$ cat src/rtl/sd_pkg.sv
// Shared types and constants for the SD SPI transport.
package sd_pkg;
    typedef enum logic [2:0] {INIT, IDLE, SEND, POLL, RESP, POST} spi_state_t;

    localparam int         SD_CMD_BITS  = 48;
    localparam int         SD_CMD_BYTES = SD_CMD_BITS / 8;
    localparam logic [7:0] SD_FILL_BYTE = 8'hFF;
    localparam int         SD_HALF_W    = 8;
endpackage

$ cat src/rtl/sd_spi_byte_xfer.sv
// One SPI mode-0 byte: half-period divider plus MSB-first shift register, chainable back to back.
// Byte takes 16*half clk; done is combinational on the last clk so the next start has no gap.
module sd_spi_byte_xfer
    import sd_pkg::*;
(
    input  logic                 clk,
    input  logic                 res_n,
    input  logic                 start,
    input  logic [7:0]           tx_byte,
    input  logic [SD_HALF_W-1:0] half,
    input  logic                 miso,
    output logic                 done,
    output logic                 rx_vld,
    output logic [7:0]           rx_byte,
    output logic                 sck,
    output logic                 mosi
);
    logic                 active;
    logic [SD_HALF_W-1:0] half_q;
    logic [SD_HALF_W-1:0] cnt;
    logic [3:0]           phase;
    logic [7:0]           tx_sr;
    logic [7:0]           rx_sr;
    logic                 tick;

    assign tick    = active && (cnt == '0);
    assign done    = tick && (phase == 4'd15);
    assign rx_byte = rx_sr;

    always_ff @(posedge clk or negedge res_n) begin
        if (!res_n) begin
            active <= 1'b0;
            half_q <= SD_HALF_W'(1);
            cnt    <= '0;
            phase  <= '0;
            tx_sr  <= SD_FILL_BYTE;
            rx_sr  <= SD_FILL_BYTE;
            rx_vld <= 1'b0;
            sck    <= 1'b0;
            mosi   <= 1'b1;
        end else begin
            rx_vld <= 1'b0;
            if (start) begin
                active <= 1'b1;
                half_q <= half;
                cnt    <= half - SD_HALF_W'(1);
                phase  <= '0;
                sck    <= 1'b0;
                mosi   <= tx_byte[7];
                tx_sr  <= {tx_byte[6:0], 1'b1};
            end else if (active) begin
                if (tick) begin
                    cnt   <= half_q - SD_HALF_W'(1);
                    phase <= phase + 4'd1;
                    sck   <= ~sck;
                    if (!sck) begin
                        // rising edge: sample; the 8th one completes rx_byte
                        rx_sr <= {rx_sr[6:0], miso};
                        if (phase == 4'd14)
                            rx_vld <= 1'b1;
                    end else if (phase == 4'd15) begin
                        active <= 1'b0;
                        mosi   <= 1'b1;
                    end else begin
                        mosi  <= tx_sr[7];
                        tx_sr <= {tx_sr[6:0], 1'b1};
                    end
                end else begin
                    cnt <= cnt - SD_HALF_W'(1);
                end
            end
        end
    end
endmodule

$ cat src/rtl/sd_spi_cmd_engine.sv
// SPI-mode SD transport: power-up clock train, 48-bit command frame, NCR poll, response bytes.
// One byte per 16*HALF clk, no inter-byte gap; spi_cmd is dropped (not queued) while spi_busy=1.
module sd_spi_cmd_engine
    import sd_pkg::*;
#(
    parameter int SLOW_HALF = 125,
    parameter int FAST_HALF = 2,
    parameter int INIT_CLKS = 80,
    parameter int NCR_MAX   = 8
) (
    input  logic                   clk,
    input  logic                   res_n,
    input  logic                   sd_speed,
    input  logic [SD_CMD_BITS-1:0] spi_cmd_data,
    input  logic                   spi_cmd,
    input  logic [9:0]             spi_response_len,
    output logic                   spi_busy,
    output logic                   spi_error,
    output logic [7:0]             spi_response,
    output logic                   spi_avail,
    output logic                   sd_sck,
    output logic                   sd_mosi,
    input  logic                   sd_miso,
    output logic                   sd_cs_n
);
    localparam int INIT_BYTES = (INIT_CLKS + 7) / 8;

    spi_state_t             state, state_d;
    logic [7:0]             byte_cnt;
    logic [9:0]             len_q, rem_q;
    logic [SD_CMD_BITS-1:0] frame_q;
    logic [SD_HALF_W-1:0]   half_q;
    logic                   kick_q, init_first, more;
    logic                   xfer_start, xfer_done, xfer_rx_vld;
    logic [7:0]             xfer_rx, tx_byte;

    assign spi_busy   = (state != IDLE);
    assign sd_cs_n    = !(state == SEND || state == POLL || state == RESP);
    assign tx_byte    = (state == SEND) ? frame_q[SD_CMD_BITS-1 -: 8] : SD_FILL_BYTE;
    assign xfer_start = kick_q || more;

    always_comb begin
        state_d = state;
        more    = 1'b0;
        if (xfer_done) begin
            more = 1'b1;
            case (state)
                INIT: if (byte_cnt == 8'(INIT_BYTES - 1)) begin
                    state_d = IDLE;
                    more    = 1'b0;
                end
                SEND: if (byte_cnt == 8'(SD_CMD_BYTES - 1))
                    state_d = (len_q == '0) ? POST : POLL;
                POLL: if (xfer_rx != SD_FILL_BYTE)
                    state_d = (len_q == 10'd1) ? POST : RESP;
                else if (byte_cnt == 8'(NCR_MAX - 1))
                    state_d = POST;
                RESP: if (rem_q == 10'd1)
                    state_d = POST;
                POST: begin
                    state_d = IDLE;
                    more    = 1'b0;
                end
                default: more = 1'b0;
            endcase
        end
    end

    always_ff @(posedge clk or negedge res_n) begin
        if (!res_n) begin
            state        <= INIT;
            byte_cnt     <= '0;
            len_q        <= '0;
            rem_q        <= '0;
            frame_q      <= '1;
            half_q       <= SD_HALF_W'(SLOW_HALF);
            kick_q       <= 1'b0;
            init_first   <= 1'b1;
            spi_error    <= 1'b0;
            spi_response <= SD_FILL_BYTE;
            spi_avail    <= 1'b0;
        end else begin
            kick_q    <= 1'b0;
            spi_avail <= 1'b0;
            // SCK rate only follows sd_speed between commands
            if (state == IDLE || init_first)
                half_q <= sd_speed ? SD_HALF_W'(FAST_HALF) : SD_HALF_W'(SLOW_HALF);
            if (init_first) begin
                init_first <= 1'b0;
                kick_q     <= 1'b1;
            end
            if (state == IDLE && spi_cmd) begin
                state     <= SEND;
                frame_q   <= spi_cmd_data;
                len_q     <= spi_response_len;
                spi_error <= 1'b0;
                byte_cnt  <= '0;
                kick_q    <= 1'b1;
            end
            if (xfer_start && state == SEND)
                frame_q <= {frame_q[SD_CMD_BITS-9:0], SD_FILL_BYTE};
            if (xfer_done) begin
                state    <= state_d;
                byte_cnt <= (state_d != state) ? 8'd0 : byte_cnt + 8'd1;
                if (state == POLL && xfer_rx != SD_FILL_BYTE)
                    rem_q <= len_q - 10'd1;
                if (state == RESP)
                    rem_q <= rem_q - 10'd1;
                if (state == POLL && xfer_rx == SD_FILL_BYTE && byte_cnt == 8'(NCR_MAX - 1))
                    spi_error <= 1'b1;
            end
            if (xfer_rx_vld && ((state == POLL && xfer_rx != SD_FILL_BYTE) || state == RESP)) begin
                spi_response <= xfer_rx;
                spi_avail    <= 1'b1;
            end
        end
    end

    sd_spi_byte_xfer u_xfer (
        .clk     (clk),
        .res_n   (res_n),
        .start   (xfer_start),
        .tx_byte (tx_byte),
        .half    (half_q),
        .miso    (sd_miso),
        .done    (xfer_done),
        .rx_vld  (xfer_rx_vld),
        .rx_byte (xfer_rx),
        .sck     (sd_sck),
        .mosi    (sd_mosi)
    );
endmodule
$ cat config.mk
export PLATFORM = sky130hd
export DESIGN_NAME = sd_spi_cmd_engine
export DESIGN_NICKNAME = d
export VERILOG_FILES = /design/src/rtl/sd_pkg.sv /design/src/rtl/sd_spi_byte_xfer.sv /design/src/rtl/sd_spi_cmd_engine.sv
export SDC_FILE = /design/constraint.sdc
export NUM_CORES = 1
export LEC_CHECK = 0
export CAP_MARGIN = 40
export CELL_PAD_IN_SITES_DETAIL_PLACEMENT = 1
export CELL_PAD_IN_SITES_GLOBAL_PLACEMENT = 1
export CORE_UTILIZATION = 43
export DETAILED_ROUTE_END_ITERATION = 16
export PLACE_DENSITY_LB_ADDON = 0.1
export RECOVER_POWER = 50
export SLEW_MARGIN = 15
export SYNTH_ARGS = -nofsm -noshare
export SYNTH_HDL_FRONTEND = slang
export SYNTH_SLANG_ARGS = --single-unit
$ cat constraint.sdc
create_clock -name clk -period 3.7 [get_ports clk]
set_input_delay 0.74 -clock clk [delete_from_list [all_inputs] [get_ports clk]]
set_output_delay 0.74 -clock clk [all_outputs]
set_load 0.1 [all_outputs]
Yosys cells after proc, flatten, opt, wreduce, memory -nomap -nowiden
Cells that the tools add are included.
{"block": "totals", "ff_bits": 139, "latchBits": 0, "ramBits": 0, "romBits": 0, "in_bits": 63, "out_inout_bits": 14, "word_cells": 133, "n_memories": 0}
{"block": "op_classes", "n_addsub": 7, "n_mul": 0, "div_mod_pow": 0, "n_lt_le_gt_ge": 0, "n_eq_ne": 17, "n_shift": 0, "mux": 58, "bitwise": 2, "reduce_logical": 29}
{"operator": "$mux W48", "count": 2}
{"operator": "$mux W8", "count": 12}
{"operator": "$mux W1", "count": 27}
{"operator": "$mux W3", "count": 9}
{"operator": "$sub A8 B1 Y8 const B", "count": 3}
{"operator": "$eq A10 B1 Y1 const B", "count": 2}
{"operator": "$mux W10", "count": 2}
{"operator": "$sub A10 B1 Y10 const B", "count": 2}
{"operator": "$eq A8 B3 Y1 const B", "count": 2}
{"operator": "$pmux W3 S5", "count": 1}
{"operator": "$mux W4", "count": 3}
{"operator": "$reduce_bool A2 Y1", "count": 6}
{"operator": "$logic_not A10 Y1", "count": 1}
{"operator": "$add A8 B1 Y8 const B", "count": 1}
{"operator": "$eq A4 B4 Y1 const B", "count": 2}
{"operator": "$eq A8 B4 Y1 const B", "count": 1}
{"operator": "$eq A8 B8 Y1 const B", "count": 1}
{"operator": "$logic_and A1 B1 Y1", "count": 8}
{"operator": "$logic_not A8 Y1", "count": 1}
{"operator": "$ne A8 B8 Y1 const B", "count": 1}
{"operator": "$reduce_and A4 Y1", "count": 2}
{"operator": "$mux W7", "count": 1}
{"operator": "$eq A3 B2 Y1 const B", "count": 2}
{"operator": "$eq A3 B3 Y1 const B", "count": 2}
{"operator": "other kinds (13)", "count": 19}

Logic depth before layout (Yosys ltp)
{"block": "depth", "ltp_word": 8, "ltp_mapped": 15, "ltp_nobuf": 13}

By module
From an unflattened synthesis, not the netlist that was laid out.
{"block": "unflattened", "hier_cells": 651, "hier_area_um2": 6625.1}
{"mod": "sd_spi_cmd_engine", "instances": 1, "cells_each": 457, "area_each_um2": 4589.4, "seq_area_each_um2": 2399.8}
{"mod": "sd_spi_byte_xfer", "instances": 1, "cells_each": 194, "area_each_um2": 2035.7, "seq_area_each_um2": 997.2}

Worst setup path after synthesis
Ideal clock, no wire load.
{"block": "synth_timing", "path_type": "reg2out", "start": "register state[1]", "end": "output sd_cs_n", "t_arrival_ps": 2387, "t_required_ps": 2960, "setup_slack_ps": 573, "path_stages_with_launch": 6, "path_buffers": 3, "path_cell_list": "dfrtp_1 clkbuf_1 nor3b_1 clkbuf_1 clkbuf_1 nor2_1"}
{"block": "synth_via", "elab_chain_cells": 4, "elab_cells_between_ends": 6, "cone_classes": "eq/ne: 3; reduce/logical: 3"}
{"item": "from (decl)", "line": "sd_spi_cmd_engine.sv:28", "rtl": "spi_state_t state, state_d;"}
{"item": "from (signal assigned)", "line": "sd_spi_cmd_engine.sv:103", "rtl": "state <= state_d;"}
{"item": "$eq A3 B2 Y1", "line": "sd_spi_cmd_engine.sv:38", "rtl": "assign sd_cs_n = !(state == SEND || state == POLL || state == RESP);"}
{"item": "$logic_or A1 B1 Y1", "line": "sd_spi_cmd_engine.sv:38"}
{"item": "$logic_or A1 B1 Y1 (*)", "line": "sd_spi_cmd_engine.sv:38"}
{"item": "$logic_not A1 Y1 (*)", "line": "sd_spi_cmd_engine.sv:38"}
{"item": "to (decl)", "line": "sd_spi_cmd_engine.sv:24", "rtl": "output logic sd_cs_n"}
Mark *: on every way between the ends. The rest lies on a longest branch, timed or not.

Worst setup path after layout
{"block": "layout_timing", "start": "register byte_cnt[4]", "end": "register u_xfer.cnt[4]"}
{"block": "layout_via", "elab_chain_cells": 6, "elab_cells_between_ends": 7, "cone_classes": "eq/ne: 1; mux: 4; reduce/logical: 2"}
{"item": "from (decl)", "line": "sd_spi_cmd_engine.sv:29", "rtl": "logic [7:0] byte_cnt;"}
{"item": "from (signal assigned)", "line": "sd_spi_cmd_engine.sv:104", "rtl": "byte_cnt <= (state_d != state) ? 8'd0 : byte_cnt + 8'd1;"}
{"item": "$eq A8 B4 Y1 (*)", "line": "sd_spi_cmd_engine.sv:48", "rtl": "INIT: if (byte_cnt == 8'(INIT_BYTES - 1)) begin"}
{"item": "$mux W1 (*)", "line": "sd_spi_cmd_engine.sv:48"}
{"item": "$pmux W1 S2 (*)", "line": "sd_spi_cmd_engine.sv:47", "rtl": "case (state)"}
{"item": "$mux W1 (*)", "line": "sd_spi_cmd_engine.sv:45", "rtl": "if (xfer_done) begin"}
{"item": "$logic_or A1 B1 Y1 (*)", "line": "sd_spi_cmd_engine.sv:40", "rtl": "assign xfer_start = kick_q || more;"}
{"item": "$mux W8 / $reduce_bool A2 Y1 (equally long branches)"}
{"item": "to (signal assigned)", "line": "sd_spi_byte_xfer.sv:46", "rtl": "cnt <= half - SD_HALF_W'(1);"}
{"item": "to (signal assigned)", "line": "sd_spi_byte_xfer.sv:53", "rtl": "cnt <= half_q - SD_HALF_W'(1);"}
{"item": "to (signal assigned)", "line": "sd_spi_byte_xfer.sv:69", "rtl": "cnt <= cnt - SD_HALF_W'(1);"}
{"item": "to (decl)", "line": "sd_spi_byte_xfer.sv:20", "rtl": "logic [SD_HALF_W-1:0] cnt;"}
Marks and branches as above.
A chain may end at the register's enable or synchronous reset.

==> results.tsv <==
metric	value	unit
unrepaired setup endpoints after global routing	no	
final-report max-slew violation count	48	
worst-case setup slack after placement	0.138	ns
combined area of all synthesized cells	6380	sq um
antenna violations before repair	0	
global-route wire length before repair	29300	microns
via-per-instance ratio	5.61	
signed area change from the synthesized netlist to the final layout	28.0	%
cell area reported after detailed placement	7530	sq um
number of filler instances in the final layout	1624	
async set-reset flop share out of synthesis	100	%
routed wl met3	627	microns
count of input and output buffers	76	
via count of the first global-routing pass	5805	
critical register-to-register path startpoint	byte_cnt[4]	
Tightest Pin Transition	2.74	ns
Max IR drop VDD	0.318	mV
die area	15300	sq um
f_max	301	MHz
DRT met1 WL	7760	microns
cell area after layout	8160	sq um
hold_sp	frame_q[35]	
proportion of netlist area held by the largest area contributor	30.9	%
Detail Route Antenna Nets	0	
detailed-router iteration count before antenna repair	4	
biggest fanout along the worst timing path	14	
syn nets	750	
CTS buffer count	17	
Worst Path Class, Setup	reg2reg	
Initial Utilization	44.1	%
overflow left after global routing	0	
Die H	124	microns
number of different library cells in the post-synthesis netlist	58	
top cells by area, synth	dfstp_2 (31%), dfrtp_1 (20%), nand2_1 (9.6%)	
nets	837	
run status	finished, violations left	
share of post-route cells with drive strength above 1	21.6	%
final critical path time including I/O delays and setup	3.32	ns
most frequent standard cell in the layout excluding fill and tap cells	nand2_1	
average wire per cell in the routed design	19.1	microns
mean area per synthesized cell	9.41	sq um
highest metal used	met4	
Setup-failing EPs final	0	
register bit count reported by yosys	127	
CTS sink count	127	
post-layout utilization of the core	56.4	%
Most used DFF post-synth	dfstp_2	
H-Tree Level Count	4	
category of the worst setup path launch point	flop	
Syn. warnings	0	
antenna fix cells	0	
Post-synth EDFFs	0	
DRC Markers	0	
CTS tree	built	
maximum number of pins on one net before global-route repair	81	
number of rows created at floorplan	44	
Leakage	3.56	nW
detailed-placement wirelength estimate	12200	microns
class of the tightest hold or removal check	reg2reg	
worst endpoint data arrival time	3.62	ns
sequential element share of the synthesized area	51.3	%
routability congestion estimate from global placement	0.869	
power density of the placed cells	419	nW/um^2
most frequent cells in the layout	nand2_1 (164), dfstp_2 (75), clkdlybuf4s50_1 (73), dfrtp_1 (52), a22oi_1 (41)	
total of max-cap violations	1	
final cycle utilization of the critical path	89.8	%
Root Buffer Master	clkbuf_16	
first element of the critical path	byte_cnt[4]	
total routed wirelength	18300	microns
I/O Pins	77	
CP endpoint kind	flop	
met2 layer wire length in the routed design	9640	microns
die outline width	124	microns
violated checks	capacitance limit, slew limit	
total negative setup slack	0	ns
Vias	5400	
slack of the critical path	0.376	ns
number of hold-slack violations in the final timing report	0	
relative slew slack	-82.9	%
synthesized instance count	678	
Clock Pin Slew Worst Setup and Hold Paths	0.06	ns
Required @ worst endpoint	3.99	ns
Max clock buf depth	2	
Core Area	14500	sq um
cell taking the most area after synthesis	dfstp_2	
final clock skew	0.00921	ns
total routing resource utilization after global routing	25.5	%
initial DRC count	304	
insertion delay to the later sink of the worst-skew pair	0.43	ns
[Yosys cell counts, types with 10 or more instances]
cell type / n
nand2_1: 164
dfstp_2: 75
dfrtp_1: 52
a22oi_1: 41
o21ai_0: 37
a21oi_1: 35
nor2_1: 28
clkbuf_1: 23
nand3_1: 22
inv_1: 20
mux2_2: 18
nor3_1: 13
nor4_1: 11
o31ai_1: 10
[power by group]
group / total (mW) / internal [mW] / switching, mW / leakage [nW]
clock: 1.79 / 1.13 / 0.654 / 0.308
combinational: 0.181 / 0.0953 / 0.0859 / 1.84
sequential: 1.45 / 1.42 / 0.0327 / 1.41
[cell families after synthesis]
group	after synthesis	share of synthesized area [%]
AO/OA/AOI/OAI	160	16.3
XOR/XNOR	12	1.65
adder cells (fa/ha/maj)	9	1.77
buffers and inverters	54	3.35
flip-flops	127	51.3
multiplexers	26	4.43
other	1	0.0588
AND/OR/NAND/NOR	289	21.1
[through the flow]
stage	power, mW	hold WS [ns]	std cells
2_1_floorplan	1.53	0.436	678
6_report	3.42	0.457	962
4_1_cts	3.45	0.339	962
5_1_grt	3.52	0.472	962
3_5_place_dp	1.65	0.450	930
3_3_place_gp	1.64	0.446	918
[path summary, 6_finish.rpt]
check	end	slack, ns	depth (start not counted)
setup / recovery	u_xfer.cnt[4]	0.38	12
hold / removal	frame_q[35]	0.46	2
setup reg to reg	u_xfer.cnt[4]	0.38	12
hold reg to reg	frame_q[35]	0.46	2
max in group asynchronous	spi_error	0.96	1
min in group asynchronous	rem_q[4]	1.17	1
[cell type report]
type	count	area [sq um]	area share, %
Sequential cell	127	3270	40.1
Inverter	20	75.1	0.920
Clock inverter	10	121	1.49
Timing Repair Buffer	102	1040	12.7
Tap cell	184	230	2.82
Clock buffer	22	518	6.34
Multi-Input combinational cell	497	2910	35.6
[routing by layer]
layer	global-route usage, %	vias to the layer above
met3	6.09	26
li1	-	2565
met1	30.4	2712
met5	0	-
met2	44.8	97
met4	8.81	0
[flip-flops by register name (all words and copies together) (netlist names), 7 cells and up]
name,cells
len_q,10
rem_q,10
u_xfer.rx_byte,8
u_xfer.tx_sr,7
byte_cnt,8
spi_response,8
u_xfer.cnt,8
frame_q,48
[critical path, cell delays in order (launching register included)]
cell and delay, ns:
dfrtp_1 0.46, nor4_4 0.47, a41oi_1 0.29, nand2_1 0.28
nand2b_2 0.23, nand2_1 0.19, o21a_1 0.15, ha_1 0.25
nor3b_1 0.44, nand3_1 0.13, o21a_1 0.12, o22ai_1 0.10
a21oi_1 0.08
[repair_timing]
action | CTS | global route
setup buffers | 0 | 0
gates resized for setup | 0 | 2
setup endpoints to repair | 0 | 2
hold buffers | 0 | 0
No activity file was read; power rests on OpenSTA's default activity.
